## config.mk

```make
export PLATFORM = sky130hd
export DESIGN_NAME = lsu_align
export DESIGN_NICKNAME = d
export VERILOG_FILES = /design/src/rtl/lsu_align.sv
export SDC_FILE = /design/constraint.sdc
export NUM_CORES = 1
export LEC_CHECK = 0
export CORE_MARGIN = 1
export CORE_UTILIZATION = 50
export DETAILED_ROUTE_END_ITERATION = 16
export PLACE_DENSITY = 0.84
export SLEW_MARGIN = 20
export SYNTH_ARGS = -nofsm -noshare
export SYNTH_HDL_FRONTEND = slang
export SYNTH_SLANG_ARGS = --single-unit
```

## constraint.sdc

```tcl
create_clock -name clk -period 3.49 [get_ports clk]
set_input_delay 1.047 -clock clk [delete_from_list [all_inputs] [get_ports clk]]
set_output_delay 1.047 -clock clk [all_outputs]
set_load 0.005 [all_outputs]
```

## src/rtl/lsu_align.sv

```systemverilog
// lsu_align: load/store alignment unit between the memory stage and one BRAM port.
//   It decodes funct3 into access size and signedness. It builds byte enables and
//   lane-shifted store data, and it sign- or zero-extends load data. An access that
//   crosses a word boundary is issued as two back-to-back BRAM beats.
// Ports:
//   clk, reset_n                 clock and synchronous active-low reset
//   req_valid/req_ready          request handshake; ready only while idle
//   req_we, req_funct3           store select and RISC-V size/sign code
//   req_addr, req_wdata          byte address and right-justified store data
//   rsp_valid/rsp_rdata/rsp_err  one-cycle registered completion
//   mem_en/mem_we/mem_addr       BRAM control, one mem_en cycle per beat
//   mem_wdata/mem_rdata          BRAM data; read data arrives BRAM_LAT cycles after mem_en
module lsu_align #(
  parameter int XLEN           = 32,
  parameter int ADDR_W         = 32,
  parameter int BRAM_LAT       = 1,
  parameter int MISALIGN_SPLIT = 1
) (
  input  logic                                  clk,
  input  logic                                  reset_n,
  input  logic                                  req_valid,
  output logic                                  req_ready,
  input  logic                                  req_we,
  input  logic [2:0]                            req_funct3,
  input  logic [ADDR_W-1:0]                     req_addr,
  input  logic [XLEN-1:0]                       req_wdata,
  output logic                                  rsp_valid,
  output logic [XLEN-1:0]                       rsp_rdata,
  output logic                                  rsp_err,
  output logic                                  mem_en,
  output logic [XLEN/8-1:0]                     mem_we,
  output logic [ADDR_W-$clog2(XLEN/8)-1:0]      mem_addr,
  output logic [XLEN-1:0]                       mem_wdata,
  input  logic [XLEN-1:0]                       mem_rdata
);

  localparam int NB   = XLEN / 8;
  localparam int OFFW = $clog2(NB);
  localparam int WAW  = ADDR_W - OFFW;

  typedef enum logic [2:0] {
    S_IDLE   = 3'd0,
    S_ISSUE0 = 3'd1,
    S_ISSUE1 = 3'd2,
    S_WAIT   = 3'd3,
    S_RESP   = 3'd4
  } state_e;

  // Extend the low (1 << sz) bytes of d to XLEN bits, with sign fill unless uns is set.
  function automatic logic [XLEN-1:0] ext_load(input logic [XLEN-1:0] d,
                                               input logic [1:0] sz,
                                               input logic uns);
    logic [3:0]      nbytes;
    logic            sgn;
    logic [XLEN-1:0] r;
    nbytes = 4'd1 << sz;
    case (sz)
      2'd0:    sgn = d[7];
      2'd1:    sgn = d[15];
      2'd2:    sgn = d[31];
      default: sgn = d[XLEN-1];
    endcase
    for (int i = 0; i < NB; i++) begin
      if (i < int'(nbytes)) begin
        r[8*i +: 8] = d[8*i +: 8];
      end else begin
        r[8*i +: 8] = uns ? 8'h00 : {8{sgn}};
      end
    end
    return r;
  endfunction

  state_e              state_q, state_d;
  logic                req_ready_q, req_ready_d;
  logic                rsp_valid_q, rsp_valid_d;
  logic [XLEN-1:0]     rsp_rdata_q, rsp_rdata_d;
  logic                rsp_err_q, rsp_err_d;
  logic                mem_en_q, mem_en_d;
  logic [NB-1:0]       mem_we_q, mem_we_d;
  logic [WAW-1:0]      mem_addr_q, mem_addr_d;
  logic [XLEN-1:0]     mem_wdata_q, mem_wdata_d;
  logic                we_q, we_d;
  logic [1:0]          size_q, size_d;
  logic                uns_q, uns_d;
  logic [OFFW-1:0]     off_q, off_d;
  logic                cross_q, cross_d;
  logic [WAW-1:0]      addr1_q, addr1_d;
  logic [NB-1:0]       be1_q, be1_d;
  logic [XLEN-1:0]     wdata1_q, wdata1_d;
  logic [XLEN-1:0]     beat0_q, beat0_d;
  logic                beat0_got_q, beat0_got_d;
  // One bit per cycle of BRAM latency; the top bit marks the cycle where read data is valid.
  logic [BRAM_LAT-1:0] pipe_q, pipe_d;

  logic [OFFW-1:0]     off_s;
  logic [3:0]          size_s;
  logic                cross_s;
  logic                legal_s;
  logic                err_s;
  logic [2*NB-1:0]     mask_s;
  logic [2*NB-1:0]     be_full_s;
  logic [2*XLEN-1:0]   wd_full_s;
  logic [WAW-1:0]      waddr0_s;
  logic                hit_s;
  logic                last_s;
  logic [XLEN-1:0]     lo_s;
  logic [XLEN-1:0]     hi_s;
  logic [XLEN-1:0]     merged_s;

  // Request decode: size, offset, legality, word-crossing, enables and shifted data.
  always_comb begin
    off_s     = req_addr[OFFW-1:0];
    size_s    = 4'd1 << req_funct3[1:0];
    cross_s   = (5'(off_s) + 5'(size_s)) > 5'(NB);
    case (req_funct3)
      3'b000, 3'b001, 3'b010, 3'b100, 3'b101: legal_s = 1'b1;
      3'b011:  legal_s = (XLEN == 64);
      3'b110:  legal_s = (XLEN == 64) && !req_we;
      default: legal_s = 1'b0;
    endcase
    err_s     = !legal_s || (cross_s && (MISALIGN_SPLIT == 0));
    mask_s    = ((2*NB)'(1) << size_s) - (2*NB)'(1);
    be_full_s = mask_s << off_s;
    wd_full_s = {{XLEN{1'b0}}, req_wdata} << {off_s, 3'b000};
    waddr0_s  = req_addr[ADDR_W-1:OFFW];
  end

  // Load merge: beat1 supplies the upper word only on a split access.
  always_comb begin
    hit_s    = pipe_q[BRAM_LAT-1];
    last_s   = hit_s && (!cross_q || beat0_got_q);
    lo_s     = cross_q ? beat0_q : mem_rdata;
    hi_s     = cross_q ? mem_rdata : {XLEN{1'b0}};
    merged_s = XLEN'({hi_s, lo_s} >> {off_q, 3'b000});
  end

  // Next-state logic for the access FSM and all registered outputs.
  always_comb begin
    state_d     = state_q;
    rsp_valid_d = 1'b0;
    rsp_rdata_d = {XLEN{1'b0}};
    rsp_err_d   = 1'b0;
    mem_en_d    = 1'b0;
    mem_we_d    = {NB{1'b0}};
    mem_addr_d  = {WAW{1'b0}};
    mem_wdata_d = {XLEN{1'b0}};
    we_d        = we_q;
    size_d      = size_q;
    uns_d       = uns_q;
    off_d       = off_q;
    cross_d     = cross_q;
    addr1_d     = addr1_q;
    be1_d       = be1_q;
    wdata1_d    = wdata1_q;
    beat0_d     = beat0_q;
    beat0_got_d = beat0_got_q;

    // Only load beats are tracked, so a late store beat can never look like read data.
    pipe_d      = {BRAM_LAT{1'b0}};
    pipe_d[0]   = mem_en_q & ~we_q;
    for (int i = 1; i < BRAM_LAT; i++) begin
      pipe_d[i] = pipe_q[i-1];
    end

    if (hit_s && cross_q && !beat0_got_q) begin
      beat0_d     = mem_rdata;
      beat0_got_d = 1'b1;
    end else begin
      beat0_d     = beat0_q;
    end

    case (state_q)
      S_IDLE: begin
        if (req_valid && req_ready_q) begin
          we_d        = req_we;
          size_d      = req_funct3[1:0];
          uns_d       = req_funct3[2];
          off_d       = off_s;
          cross_d     = cross_s;
          addr1_d     = waddr0_s + WAW'(1);
          be1_d       = NB'(be_full_s >> NB);
          wdata1_d    = wd_full_s[2*XLEN-1:XLEN];
          beat0_got_d = 1'b0;
          if (err_s) begin
            rsp_valid_d = 1'b1;
            rsp_err_d   = 1'b1;
            state_d     = S_RESP;
          end else begin
            mem_en_d    = 1'b1;
            mem_addr_d  = waddr0_s;
            mem_we_d    = req_we ? NB'(be_full_s) : {NB{1'b0}};
            mem_wdata_d = wd_full_s[XLEN-1:0];
            state_d     = S_ISSUE0;
          end
        end else begin
          state_d = S_IDLE;
        end
      end
      S_ISSUE0: begin
        if (cross_q) begin
          mem_en_d    = 1'b1;
          mem_addr_d  = addr1_q;
          mem_we_d    = we_q ? be1_q : {NB{1'b0}};
          mem_wdata_d = wdata1_q;
          state_d     = S_ISSUE1;
        end else if (we_q) begin
          rsp_valid_d = 1'b1;
          state_d     = S_RESP;
        end else begin
          state_d     = S_WAIT;
        end
      end
      S_ISSUE1: begin
        if (we_q) begin
          rsp_valid_d = 1'b1;
          state_d     = S_RESP;
        end else begin
          state_d     = S_WAIT;
        end
      end
      S_WAIT: begin
        if (last_s) begin
          rsp_valid_d = 1'b1;
          rsp_rdata_d = ext_load(merged_s, size_q, uns_q);
          state_d     = S_RESP;
        end else begin
          state_d     = S_WAIT;
        end
      end
      S_RESP: begin
        state_d = S_IDLE;
      end
      default: begin
        state_d = S_IDLE;
      end
    endcase

    req_ready_d = (state_d == S_IDLE);
  end

  // State and output registers with synchronous active-low reset.
  always_ff @(posedge clk) begin
    if (!reset_n) begin
      state_q     <= S_IDLE;
      req_ready_q <= 1'b0;
      rsp_valid_q <= 1'b0;
      rsp_rdata_q <= {XLEN{1'b0}};
      rsp_err_q   <= 1'b0;
      mem_en_q    <= 1'b0;
      mem_we_q    <= {NB{1'b0}};
      mem_addr_q  <= {WAW{1'b0}};
      mem_wdata_q <= {XLEN{1'b0}};
      we_q        <= 1'b0;
      size_q      <= 2'd0;
      uns_q       <= 1'b0;
      off_q       <= {OFFW{1'b0}};
      cross_q     <= 1'b0;
      addr1_q     <= {WAW{1'b0}};
      be1_q       <= {NB{1'b0}};
      wdata1_q    <= {XLEN{1'b0}};
      beat0_q     <= {XLEN{1'b0}};
      beat0_got_q <= 1'b0;
      pipe_q      <= {BRAM_LAT{1'b0}};
    end else begin
      state_q     <= state_d;
      req_ready_q <= req_ready_d;
      rsp_valid_q <= rsp_valid_d;
      rsp_rdata_q <= rsp_rdata_d;
      rsp_err_q   <= rsp_err_d;
      mem_en_q    <= mem_en_d;
      mem_we_q    <= mem_we_d;
      mem_addr_q  <= mem_addr_d;
      mem_wdata_q <= mem_wdata_d;
      we_q        <= we_d;
      size_q      <= size_d;
      uns_q       <= uns_d;
      off_q       <= off_d;
      cross_q     <= cross_d;
      addr1_q     <= addr1_d;
      be1_q       <= be1_d;
      wdata1_q    <= wdata1_d;
      beat0_q     <= beat0_d;
      beat0_got_q <= beat0_got_d;
      pipe_q      <= pipe_d;
    end
  end

  assign req_ready = req_ready_q;
  assign rsp_valid = rsp_valid_q;
  assign rsp_rdata = rsp_rdata_q;
  assign rsp_err   = rsp_err_q;
  assign mem_en    = mem_en_q;
  assign mem_we    = mem_we_q;
  assign mem_addr  = mem_addr_q;
  assign mem_wdata = mem_wdata_q;

endmodule

```

==> flow_metrics.tcl <==
set metrics [dict create \
    viasPerCell 5.80 \
    cp-start-kind "primary input" \
    gr-total-overflow 0 \
    htree_levels 1 \
    grt_pass1_wl_um 39400 \
    post_drt_wl_per_cell_um 17.4 \
    die_height_um 135 \
    rr_worst_depth 5 \
    dieArea_um2 18300 \
    worstPathMaxFanout 16 \
    peakVddDrop_mv 0.405 \
    power_frac_seq_pct 41.5 \
    switching_share_pct 28.3 \
    synthFlopType "dfxtp_1" \
    routabilityCongestion 0.921 \
    area_growth_syn_to_layout_pct 33.9 \
    core_um2 17300 \
    grt_max_degree 44 \
    drtPass1Iterations 5 \
    relSlewSlack_pct 28.0 \
    hp-class "flip-flop to flip-flop" \
    power_frac_comb_pct 19.4 \
    netlist_area_um2 8890 \
    post-route-period-util_pct 77.5 \
    cts.repair.resized 0 \
    ys_warn_count 0 \
    synth_enable_flop_cells 0 \
    grt_pass1_vias 7922 \
    cts.sinks 204 \
    synthCells 1027 \
    root_buffer "clkbuf_16" \
    fmax_ghz 0.370 \
    clock_latency_ns 0.51 \
    io_buffer_count 204 \
    vias 8397 \
    cts_buffers 22 \
    end_kind "flip-flop" \
    rr_endpoint "rsp_rdata[25]" \
    intPower_w 0.00461 \
    drt_iter0_drc 664 \
    r2r_slack_ns 0.93 \
    tns_ns 0 \
    min_period_ns 2.70 \
    antenna_found_initial 1 \
    power.net_switching_w 0.00182 \
    synthArstFlopShare_pct 0 \
    start_util_pct 51.4 \
    report.final.slew_viol_count 0 \
    crit_arrival_ns 3.05 \
    drc 0 \
    p_clk_share_pct 39.1 \
    grt_usage_pct 26.7 \
    die_w_um 135 \
    yosysSeqAreaShare_pct 46.0 \
    status "completed" \
    synth-seq-cells 204 \
    ys_types 52 \
    drt_wl_total_um 25200 \
    syn_nets 1132 \
    fin_util_pct 68.8 \
    place_inst 1407 \
    nets 1311 \
    grt_setup_unrepaired "false" \
    setup_viol 0 \
    cts-hold-fix-buffers 0 \
    endpoint "rsp_rdata[25]" \
    syn_area_per_cell_um2 8.65 \
    timing.rr.start "cross_q" \
    hpwl_um 17300 \
    power.leakage_nw 4.41 \
    worstPathRequired_ns 3.84 \
    clock_skew_ns 0.0157 \
    worst-setup-path-type "primary input to flip-flop" \
    power_density_nw_per_um2 540 \
    layoutNonFillerInstCount 1448 \
    timing.final.hold_violations 0 \
    drive_above_1_share_pct 6.87 \
    tritoncts "done" \
    ant_nets 0 \
    post_cts_buffers 0 \
    cts_buffer_depth 3 \
    clk_pin_slew_ns 0.06 \
    worstMarginPinSlew_ns 1.08 \
    crit_start "mem_rdata[15]" \
    rows 48 \
    maxCapViolCount 0 \
    io_pins 205 \
]
==> power by group through the flow <==
stage	Combinational (W)	Sequential, W	Clock, W
after global placement	0.00119	0.00270	0
after global routing	0.00136	0.00269	0.00263
after CTS	0.00123	0.00266	0.00253
after detailed placement	0.00122	0.00271	0
after floorplan	0.000788	0.00265	0
final	0.00124	0.00267	0.00251
==> cell families after synthesis <==
group           Yosys count  synth area share [%]
compound gates          265                  18.6
xor+xnor                 28                  2.76
fa+ha+maj                 2                 0.282
buf+inv                  85                  3.96
flops                   204                  46.0
mux                      85                  10.6
simple gates            358                  17.9
==> through the flow <==
stage	power, W	setup WS (ns)	instance area (µm²)	hold WS (ns)
floorplan	0.00344	0.653	8890	0.425
global placement	0.00389	0.376	11100	0.435
detailed placement	0.00393	0.313	11100	0.443
CTS	0.00642	0.816	11900	0.455
global route	0.00668	0.645	11900	0.476
finish	0.00643	0.787	11900	0.454
==> cell usage in the layout, fill, tap and decap left out, types with 3 or more instances in the layout <==
cell type | synthesis | final
bufinv_16 | 0 | 3
clkinvlp_4 | 0 | 4
dfxtp_1 | 204 | 203
a21oi_1 | 92 | 92
a22o_1 | 54 | 54
and3_1 | 13 | 13
nand3_1 | 23 | 23
nand4_1 | 10 | 10
mux2_2 | 3 | 3
nor2_1 | 44 | 44
mux2i_1 | 75 | 75
clkbuf_8 | 0 | 5
o211ai_1 | 3 | 3
nand2_1 | 222 | 222
nand2b_1 | 3 | 3
or3_1 | 3 | 3
buf_4 | 0 | 26
nor3_1 | 13 | 13
xnor2_1 | 10 | 10
xor2_1 | 18 | 18
inv_1 | 9 | 9
a22oi_1 | 4 | 4
o22ai_1 | 3 | 3
nor2b_1 | 3 | 3
o21ai_0 | 76 | 76
clkdlybuf4s50_1 | 0 | 203
mux4_2 | 7 | 7
and4b_1 | 4 | 4
clkbuf_16 | 0 | 23
a211oi_1 | 11 | 11
o31ai_1 | 12 | 12
==> area by class of cell <==
type	instances	area [µm²]
diodes	1	2.50
well taps	225	282
repair buffers	230	2230
fillers	1315	5400
clock inverters	10	146
flip-flops and latches	204	4090
clock buffers	30	652
multi-input cells	738	4460
inverters	10	37.5
==> worst max-delay path, stage by stage <==
cell and delay [ns]:
clkdlybuf4s50_1 0.47, mux2i_1 0.17, o32ai_1 0.11, a311oi_1 0.47, a2bb2oi_2 0.58, o31ai_1 0.19
==> how the worst min path moves through the flow <==
stage,from,to,slack (ns),cells after the start
2_1_floorplan,wdata1_q[10],mem_wdata[10],0.42,2
3_3_place_gp,wdata1_q[10],wdata1_q[10],0.43,2
3_5_place_dp,wdata1_q[10],mem_wdata[10],0.44,2
4_1_cts,wdata1_q[7],wdata1_q[7],0.46,2
5_1_grt,beat0_q[7],beat0_q[7],0.48,2
6_report,wdata1_q[7],wdata1_q[7],0.45,2
==> sequential cells by signal (all words and copies together), names as in the netlist, 3 cells and up <==
register	count
mem_we	4
rsp_rdata	32
mem_addr	30
addr1_q	30
beat0_q	32
be1_q	4
state_q	3
wdata1_q	24
mem_wdata	32
==> per-layer routing <==
metal,share of wire (%),GRT usage (%)
met2,46,43.4
met3,8.3,5.65
met4,2.8,9.80
met1,43,34.9
met5,0,0
==> cells in the mapped netlist, types with 13 or more instances <==
cell	number	area share, %
nor3_1	13	0.73
dfxtp_1	204	46
clkbuf_1	54	2.3
mux2i_1	75	8.4
a21oi_1	92	5.2
o21ai_0	76	4.3
and3_1	13	0.92
a22o_1	54	5.3
nand2_1	222	9.4
buf_2	14	0.79
nor2_1	44	1.9
nand3_1	23	1.3
xor2_1	18	1.8
Power figures use the tool's default switching activity.
